[config.mk]
export PLATFORM = sky130hd
export DESIGN_NAME = bit_serial_adder
export DESIGN_NICKNAME = d
export VERILOG_FILES = /design/src/rtl/bit_serial_adder_pkg.sv /design/src/rtl/decoder_fa.sv /design/src/rtl/bit_serial_adder.sv
export SDC_FILE = /design/constraint.sdc
export NUM_CORES = 1
export LEC_CHECK = 0
export ABC_AREA = 1
export BUFFER_PORTS_ARGS = -buffer_cell sky130_fd_sc_hd__buf_2
export CAP_MARGIN = 20
export CORE_UTILIZATION = 25
export CTS_CLUSTER_DIAMETER = 30
export DETAILED_ROUTE_END_ITERATION = 8
export GPL_TIMING_DRIVEN = 1
export HOLD_SLACK_MARGIN = 0.06
export SLEW_MARGIN = 10
export SYNTH_ARGS = -nofsm -noshare
export SYNTH_HDL_FRONTEND = slang
export SYNTH_SLANG_ARGS = --single-unit
[constraint.sdc]
create_clock -name clk -period 1.65 [get_ports clk]
set_input_delay 0.0825 -clock clk [delete_from_list [all_inputs] [get_ports clk]]
set_output_delay 0.0825 -clock clk [all_outputs]
set_load 0.1 [all_outputs]
[src/rtl/bit_serial_adder_pkg.sv]
// rtl/bit_serial_adder_pkg.sv - shared FSM encoding and default width for the bit-serial adder
package bit_serial_adder_pkg;

    localparam int DEFAULT_WIDTH = 8;

    typedef enum logic [1:0] {
        IDLE = 2'd0,
        RUN  = 2'd1,
        DONE = 2'd2
    } state_t;

endpackage

[src/rtl/decoder_fa.sv]
// rtl/decoder_fa.sv - full-adder cell decoded from its 3-bit input {a, b, carry}
module decoder_fa (
    input  logic [2:0] i_in,
    output logic       o_sum,
    output logic       o_carry
);

    always_comb begin
        o_sum   = 1'b0;
        o_carry = 1'b0;
        case (i_in)
            3'b001, 3'b010, 3'b100: o_sum = 1'b1;
            3'b011, 3'b101, 3'b110: o_carry = 1'b1;
            3'b111: begin
                o_sum   = 1'b1;
                o_carry = 1'b1;
            end
            default: ;
        endcase
    end

endmodule

[src/rtl/bit_serial_adder.sv]
// rtl/bit_serial_adder.sv - LSB-first bit-serial adder, one operand bit per RUN cycle
module bit_serial_adder
    import bit_serial_adder_pkg::*;
#(
    parameter int WIDTH = DEFAULT_WIDTH
) (
    input  logic             clk,
    input  logic             rst_n,
    input  logic             start,
    input  logic [WIDTH-1:0] a,
    input  logic [WIDTH-1:0] b,
    input  logic             cin,
    output logic             busy,
    output logic             done,
    output logic [WIDTH-1:0] sum,
    output logic             cout
);

    localparam int CNT_W = $clog2(WIDTH);
    localparam logic [CNT_W-1:0] LAST_BIT = CNT_W'(WIDTH - 1);

    state_t           r_state;
    state_t           w_next_state;
    logic [WIDTH-1:0] r_a_sr;
    logic [WIDTH-1:0] r_b_sr;
    logic [WIDTH-1:0] r_sum_sr;
    logic [WIDTH-1:0] r_sum;
    logic             r_carry_q;
    logic             r_cout;
    logic [CNT_W-1:0] r_bit_cnt;
    logic             w_fa_sum;
    logic             w_fa_carry;
    logic             w_last;

    decoder_fa u_fa (
        .i_in    ({r_a_sr[0], r_b_sr[0], r_carry_q}),
        .o_sum   (w_fa_sum),
        .o_carry (w_fa_carry)
    );

    assign w_last = (r_bit_cnt == LAST_BIT);

    always_comb begin
        w_next_state = r_state;
        case (r_state)
            IDLE:    if (start) w_next_state = RUN;
            RUN:     if (w_last) w_next_state = DONE;
            DONE:    w_next_state = IDLE;
            default: w_next_state = IDLE;
        endcase
    end

    always_ff @(posedge clk or negedge rst_n) begin
        if (!rst_n) begin
            r_state <= IDLE;
        end else begin
            r_state <= w_next_state;
        end
    end

    // Outputs only move on the final RUN cycle, so they hold the previous result throughout RUN.
    always_ff @(posedge clk or negedge rst_n) begin
        if (!rst_n) begin
            r_a_sr    <= '0;
            r_b_sr    <= '0;
            r_sum_sr  <= '0;
            r_carry_q <= 1'b0;
            r_bit_cnt <= '0;
            r_sum     <= '0;
            r_cout    <= 1'b0;
        end else begin
            case (r_state)
                IDLE: begin
                    if (start) begin
                        r_a_sr    <= a;
                        r_b_sr    <= b;
                        r_carry_q <= cin;
                        r_bit_cnt <= '0;
                    end
                end
                RUN: begin
                    r_a_sr    <= {1'b0, r_a_sr[WIDTH-1:1]};
                    r_b_sr    <= {1'b0, r_b_sr[WIDTH-1:1]};
                    r_sum_sr  <= {w_fa_sum, r_sum_sr[WIDTH-1:1]};
                    r_carry_q <= w_fa_carry;
                    if (!w_last) begin
                        r_bit_cnt <= r_bit_cnt + CNT_W'(1);
                    end else begin
                        r_sum  <= {w_fa_sum, r_sum_sr[WIDTH-1:1]};
                        r_cout <= w_fa_carry;
                    end
                end
                default: ;
            endcase
        end
    end

    assign busy = (r_state == RUN);
    assign done = (r_state == DONE);
    assign sum  = r_sum;
    assign cout = r_cout;

endmodule

* Yosys cells after proc, flatten, opt, wreduce, memory -nomap -nowiden
Index checks and enable logic that the tools add are counted.
Word-level totals: input bits 20, word-level logic and storage cells 44, register bits after elaboration 39, output and inout port bits 11
Cells by class: reduce and logical (&&, ||, !) cells 8, eq/ne operators 13, muxes and demuxes 14, $add $sub $neg 1
Operators with widths (count):
- 8-bit case mux with 2 select lines | 2
- 8-bit two-way mux | 2
- 3-bit equality test (second input constant) | 5
- 4-bit OR reduction | 2
- 3-bit by 2-bit equality test with 1-bit output (second input constant) | 2
- 3-bit two-way mux | 2
- 3-bit case mux with 2 select lines | 1
- 2-bit AND reduction | 3
- 2-bit two-way mux | 2
- 2-bit inequality test (second input constant) | 2
- 2-bit case mux with 2 select lines | 1
- 3-bit by 1-bit adder with 3-bit output (second input constant) | 1
- 3-bit by 1-bit equality test with 1-bit output (second input constant) | 1
- 1-bit two-way mux | 3
- 3-bit AND reduction | 1
- 2-bit by 1-bit equality test with 1-bit output (second input constant) | 1
- 2-bit equality test (second input constant) | 1
- 2-bit logical NOT | 1
- 2-bit by 1-bit inequality test with 1-bit output (second input constant) | 1
- 1-bit case mux with 2 select lines | 1
- 2-bit nonzero test | 1

* Depth between registers and ports, before layout
Gate-level depths: netlist (run 1).
depth after elaboration 4, depth in mapped cells 7, depth with buffers taken out 6

* Hierarchy
A second synthesis (run 1) with hierarchy kept.
Second synthesis, totals: cells, all modules 230, area total of the unflattened synthesis 1909.3 µm²
By module, submodules not included:
- bit_serial_adder | cells an instance 229, area an instance 1889.3 µm², seq. area each 950.9 µm², times used 1
- decoder_fa | cells an instance 1, area an instance 20.0 µm², seq. area each 0.0 µm², times used 1

* Worst setup path after synthesis (run 1)
No wires, ideal clock.
kind register -> output, from reg r_state[1], to out done, arrival 1.732 ns, required time 1.567 ns, slack -0.164 ns, stages on the path, launching flop included 3, buffers on the path 0, path through dfrtp_1 inv_2 nor2_1
Between the ends: word-level cells in the longest chain between the ends 1
Ends and longest elaborated chain:
- start: declaration | RTL line bit_serial_adder.sv:22 | state_t r_state;
- start signal: assignment | RTL line bit_serial_adder.sv:57 | r_state <= w_next_state;
- 2-bit equality test | RTL line bit_serial_adder.sv:99 | assign done = (r_state == DONE);
- end: declaration | RTL line bit_serial_adder.sv:14 | output logic done,
No other way between the ends.

* Worst setup path after layout (run 1)
from reg r_state[1], to out busy
Between the ends: word-level cells in the longest chain between the ends 1
Ends and longest elaborated chain:
- 2-bit by 1-bit equality test with 1-bit output | RTL line bit_serial_adder.sv:98 | assign busy = (r_state == RUN);
- end: declaration | RTL line bit_serial_adder.sv:13 | output logic busy,
No other way between the ends.

==> out/summary.txt, run 1 <==
post-CTS setup buffers - 0
CP required - 1.57 ns
vias in the first global route - 1396
area taken by multi-input logic gates - 693.2 µm²
Initial Util - 0.2585
Hold-fix buffers, CTS - 3
Clock Sink Count - 38
full die area - 7325 µm²
slowest stage cell on the critical path - dfrtp_1
IO Pins - 31
WL/cell - 10.38 µm
number of buffers created by CTS - 5
outcome - finished, final reports clean
Tmin final - 1.525 ns
DPL Wire Length - 2408 µm
HP Class - primary input to flop
slew margin rel. - 0.6744
nets - 279
ys flop type - dfrtp_1
f_max - 0.6558 GHz
share of cells above drive strength 1 - 0.2132
critical path type - flop to output port
Slowest Stage Delay on Critical Path - 0.45 ns
setup tns final - 0 ns
antenna-violating nets left - 0
grt ovf - 0
Max clock buf depth - 2
Syn Area/Cell - 7.976 µm²
period utilization - 0.9241
DR vias/cell - 4.201
Post-synth top cells - nand2_1, dfrtp_1, inv_1
DR vias - 1420
CP Capture Type - output port
register area share after synthesis - 0.5444
number of synthesized flops with an enable pin - 0
Synth Warn # - 0
Synth Instances - 219
critical path cell sequence - nor2_4, buf_4, buf_12
static leakage - 1.202 nW
diodes inserted - 0
Routed WL - 3510 µm
Worst Slack Setup Final - 0.1253 ns
synthesized flop and latch total - 38
fraction of registers with async set/reset - 1.000
DRC viols - 0
nature of the critical path startpoint - flop
Layout Skew - 0.009963 ns
Slew @ Worst Pin - 0.4883 ns
core area - 6756 µm²
Root Driver - clkbuf_8
post-CTS sizing - 0
Power Density - 2266 nW/µm²
Final Max Slew Viols - 0
final hold violation count - 0
placer congestion estimate - 0.7499
floorplan row count - 30
RSZ-0062 raised after global routing - no
Reg area - 950.9 µm²
ranking of synthesized cells by area - dfrtp_1, nand2_1, o21ai_2
crit path max fanout - 14
chip height - 85.59 µm
setup violators final - 0
Tot GR Track Use - 0.1077
clk slew on worst S/H paths - 0.07 ns
initial DRC count - 106
FILL cells - 728
initial antenna violation count - 0
CTS tree - done
Die Width - 85.59 µm
first-pass GRT wire length - 6085 µm
Synth area leader - dfrtp_1
Pre-Repair DR Iteration Count - 4
MaxCap Viol Count - 0
crit path DAT - 1.44 ns
area delta synth->final - 24.50%
pre-CTS WS - 0.2330 ns
largest net degree at the start of global routing - 39
share of the synthesized area in the top cell type - 0.5444
Synth Net Count - 241
Skew-Pair Late Insertion Delay - 0.30 ns
post-synthesis cell type count - 13
maximum vdd drop - 0.7346 mV
CTS HTree Levels - 2
IO buf count - 30
most common cell in the netlist - nand2_1
mapped cell area - 1747 µm²
-- report_power, final --
group | switching [W] | internal [W]
clock | 0.000343 | 0.000606
combinational | 0.00180 | 0.000635
sequential | 0.000221 | 0.00133
total | 0.00236 | 0.00257
-- layer usage --
layer  wire length (µm)  global-route usage  share of wire  vias to the layer above
li1                   -                   -              -                      740
met1               1634              0.1287           0.47                      641
met2               1602              0.1709           0.46                       28
met3                167             0.03465          0.048                       11
met4                106             0.06212          0.030                        0
met5                  0                   0              0                        -
-- cells by family (layout without fill, tap and decap cells) --
group,count (synthesis),after routing,share of synthesized area
simple gates,141,141,0.3231
fa+ha+maj,2,2,0.01432
buf+inv,23,62,0.06017
compound gates,15,15,0.05802
flops,38,38,0.5444
-- registers in the layout, summed over array words and instances (netlist names) --
signal and count:
r_state 2, r_a_sr 8, r_bit_cnt 3, r_b_sr 8, r_carry_q 1, r_sum_sr 7
sum 8, cout 1
-- final timing paths --
path                       cells after the start                     start  slack, ns                        to
setup / recovery                               3    r_state[1]$_DFFE_PN0P_       0.13                      busy
setup reg to reg                               6  r_bit_cnt[0]$_DFFE_PN0P_       0.24  r_bit_cnt[0]$_DFFE_PN0P_
min in group asynchronous                      3                     rst_n       0.36     r_a_sr[5]$_DFFE_PN0P_
hold / removal                                 5                      a[2]       0.08     r_a_sr[2]$_DFFE_PN0P_
hold reg to reg                                2     r_a_sr[7]$_DFFE_PN0P_       0.47     r_a_sr[7]$_DFFE_PN0P_
max in group asynchronous                      3                     rst_n       0.95     r_b_sr[3]$_DFFE_PN0P_
-- critical path, delay by kind of cell, from the launching register on --
| family | cells | cell delay, ns |
|---|---|---|
| buf+inv | 2 | 0.46 |
| flops | 1 | 0.45 |
| simple gates | 1 | 0.23 |
-- layout by cell type, fill, tap and decap left out --
cell type,synthesis,routed
inv_2,1,1
nor2_1,4,3
dfrtp_1,38,38
dlygate4sd3_1,0,3
nand2_1,124,124
clkbuf_8,0,5
bufinv_16,0,2
nand3_1,10,10
nor2_4,2,2
ha_1,2,2
inv_1,15,15
buf_12,0,1
nor2_2,0,1
clkinv_4,0,1
o21ai_2,7,7
o21ai_0,8,8
buf_4,4,5
buf_2,3,29
nand2_4,1,1
-- metrics by stage --
stage	instance area, µm²	util	cells	hold slack, ns	power [W]
floorplan	1749	-	219	-0.2131	0.003503
finish	2175	0.3219	338	0.07590	0.004927
global placement	2007	0.2970	327	0.1629	0.003980
CTS	2175	0.3219	338	0.07496	0.004989
global route	2175	0.3219	338	0.09263	0.005320
detailed placement	2007	0.2970	327	0.1666	0.004014
-- cell type report --
class	instances	area share
Tap cell	80	0.04603
Clock inverter	3	0.03165
Inverter	16	0.02762
Multi-Input combinational cell	158	0.3188
Sequential cell	38	0.4373
Timing Repair Buffer	38	0.1070
Clock buffer	5	0.03165
No activity file was read; power rests on OpenSTA's default activity.
==> run 2: changes to the inputs <==
Settings changed: PLACE_DENSITY set to 0.38.
==> out/summary.txt, run 2 (synthesis results as in run 1) <==
outcome - finished, final reports clean
slew margin rel. - 0.6751 (about the same)
commonest non-fill, non-tap cells in the layout - nand2_1, dfrtp_1, buf_2
clk slew on worst S/H paths - 0.08 ns (about the same)
Layout Skew - 0.003264 ns (-0.006700 ns)
WL/cell - 11.33 µm (+9.1%)
setup violators final - 0 (unchanged)
area delta synth->final - 24.64%
MaxCap Viol Count - 0 (unchanged)
CTS tree - done
busiest layer in global routing - met2
diodes inserted - 0 (unchanged)
chip height - 85.59 µm (unchanged)
placer congestion estimate - 0.6881 (-8.2%)
Tot GR Track Use - 0.1200 (+0.01234)
final core utilization - 0.3222 (+0.0003700)
Pre-Repair DR Iteration Count - 4 (unchanged)
Final Max Slew Viols - 0 (unchanged)
full die area - 7325 µm² (unchanged)
routing usage on met2 - 0.1804 (+0.009455)
Routed WL - 3862 µm (+10%)
initial antenna violation count - 0 (unchanged)
crit path DAT - 1.59 ns (+0.15 ns)
Initial Util - 0.2585 (unchanged)
cell mode on critical path - nand2_1
CP required - 1.83 ns (+0.26 ns)
CP Capture Type - flop
IO Pins - 31 (unchanged)
critical path cell sequence - ha_1, ha_1, nand2_4, nand2_1, nand2_1, nand2_1
critical path type - flop to flop
Root Driver - clkbuf_8
static leakage - 1.203 nW (about the same)
Max clock buf depth - 2 (unchanged)
DPL Wire Length - 2748 µm (+14%)
DRC viols - 0 (unchanged)
f_max - 0.7121 GHz (+8.6%)
grt ovf - 0 (unchanged)
Slowest Stage Delay on Critical Path - 0.40 ns (-0.05 ns)
Slew @ Worst Pin - 0.4907 ns (+0.002396 ns)
maximum vdd drop - 0.9074 mV (+24%)
vias in the first global route - 1421 (+1.8%)
period utilization - 0.8511 (-0.07303)
FILL cells - 751 (+3.2%)
DR vias/cell - 4.114 (-2.1%)
HP Class - primary input to flop
largest net degree at the start of global routing - 22 (-44%)
area taken by multi-input logic gates - 693.2 µm² (unchanged)
crit path max fanout - 16 (+2)
grt met3 use - 0.02984 (-0.004812)
antenna-violating nets left - 0 (unchanged)
DR vias - 1403 (-1.2%)
post-CTS sizing - 0 (unchanged)
most common cell after layout, fill and taps aside - nand2_1
Clock Sink Count - 38 (unchanged)
RSZ-0062 raised after global routing - no
Power Density - 2196 nW/µm² (-3.1%)
met1 Usage GRT - 0.1722 (+0.04357)
Die Width - 85.59 µm (unchanged)
share of cells above drive strength 1 - 0.2261 (+0.01288)
first-pass GRT wire length - 6858 µm (+13%)
core area - 6756 µm² (unchanged)
IO buf count - 30 (unchanged)
Tmin final - 1.404 ns (-0.1205 ns)
final hold violation count - 0 (unchanged)
CTS HTree Levels - 2 (unchanged)
number of buffers created by CTS - 5 (unchanged)
slowest stage cell on the critical path - dfrtp_1
Skew-Pair Late Insertion Delay - 0.28 ns (-0.02 ns)
setup tns final - 0 ns (unchanged)
Reg area - 950.9 µm² (unchanged)
nature of the critical path startpoint - flop
floorplan row count - 30 (unchanged)
initial DRC count - 64 (-40%)
nets - 282 (+1.1%)
==> run 2: changes by cell type in the layout (fill, tap and decap cells not counted), sizes merged <==
cell,delta
buf,+4
bufinv,-2
clkbuf,+1
clkinvlp,+1
dlygate4sd3,-1
==> run 2: area by class of cell <==
type,count,area share
Sequential cell,38,0.4368
Multi-Input combinational cell,158,0.3184
Timing Repair Buffer,41,0.1276
Tap cell,80,0.04598
Clock buffer,6,0.03793
Inverter,16,0.02759
Clock inverter,2,0.005747
==> run 2: final timing paths <==
| check | startpoint | to | slack, ns | cells after the start |
|---|---|---|---|---|
| hold reg to reg | r_a_sr[7]$_DFFE_PN0P_ | r_a_sr[7]$_DFFE_PN0P_ | 0.48 | 2 |
| setup reg to reg | r_bit_cnt[0]$_DFFE_PN0P_ | r_bit_cnt[2]$_DFFE_PN0P_ | 0.25 | 6 |
| max in group asynchronous | rst_n | r_sum_sr[7]$_DFFE_PN0P_ | 0.90 | 3 |
| setup / recovery | r_bit_cnt[0]$_DFFE_PN0P_ | r_bit_cnt[2]$_DFFE_PN0P_ | 0.25 | 6 |
| hold / removal | a[5] | r_a_sr[5]$_DFFE_PN0P_ | 0.08 | 5 |
| min in group asynchronous | rst_n | r_a_sr[5]$_DFFE_PN0P_ | 0.28 | 2 |
==> run 2: per-stage QoR <==
step	worst slack [ns]	cell area [µm²]	hold slack, ns	power (W)	std cells
finish	0.2458	2177	0.08074	0.004782	341
global route	0.08544	2177	0.09594	0.005242	341
CTS	0.02839	2155	0.07037	0.004810	338
detailed placement	0.2433	2039	0.05921	0.004099	328
global placement	0.2556	2039	0.07559	0.004099	328
floorplan	0.3034	1749	-0.2131	0.003503	219
==> run 2: layer usage <==
layer,wire length (µm),up-vias
met5,0,-
met4,35,0
met3,127,5
met2,1699,22
met1,1999,629
li1,-,747
==> run 2: timing repair <==
action	4_1_cts	5_1_grt
hold buffers	2	0
endpoints found under the setup margin	0	1
setup buffers	0	3
hold endpoints to repair	18	0
==> run 2: where the power goes <==
part           internal, W  leakage, nW  switching (W)  total (W)
registers          0.00133        0.486       0.000220    0.00155
logic             0.000726        0.670        0.00183    0.00256
clock network     0.000336       0.0472       0.000341   0.000678
==> run 2: critical path, delay by kind of cell (launching register included) <==
kind          cells  cell delay [ns]
simple gates      4             0.46
fa+ha+maj         2             0.43
flops             1             0.40
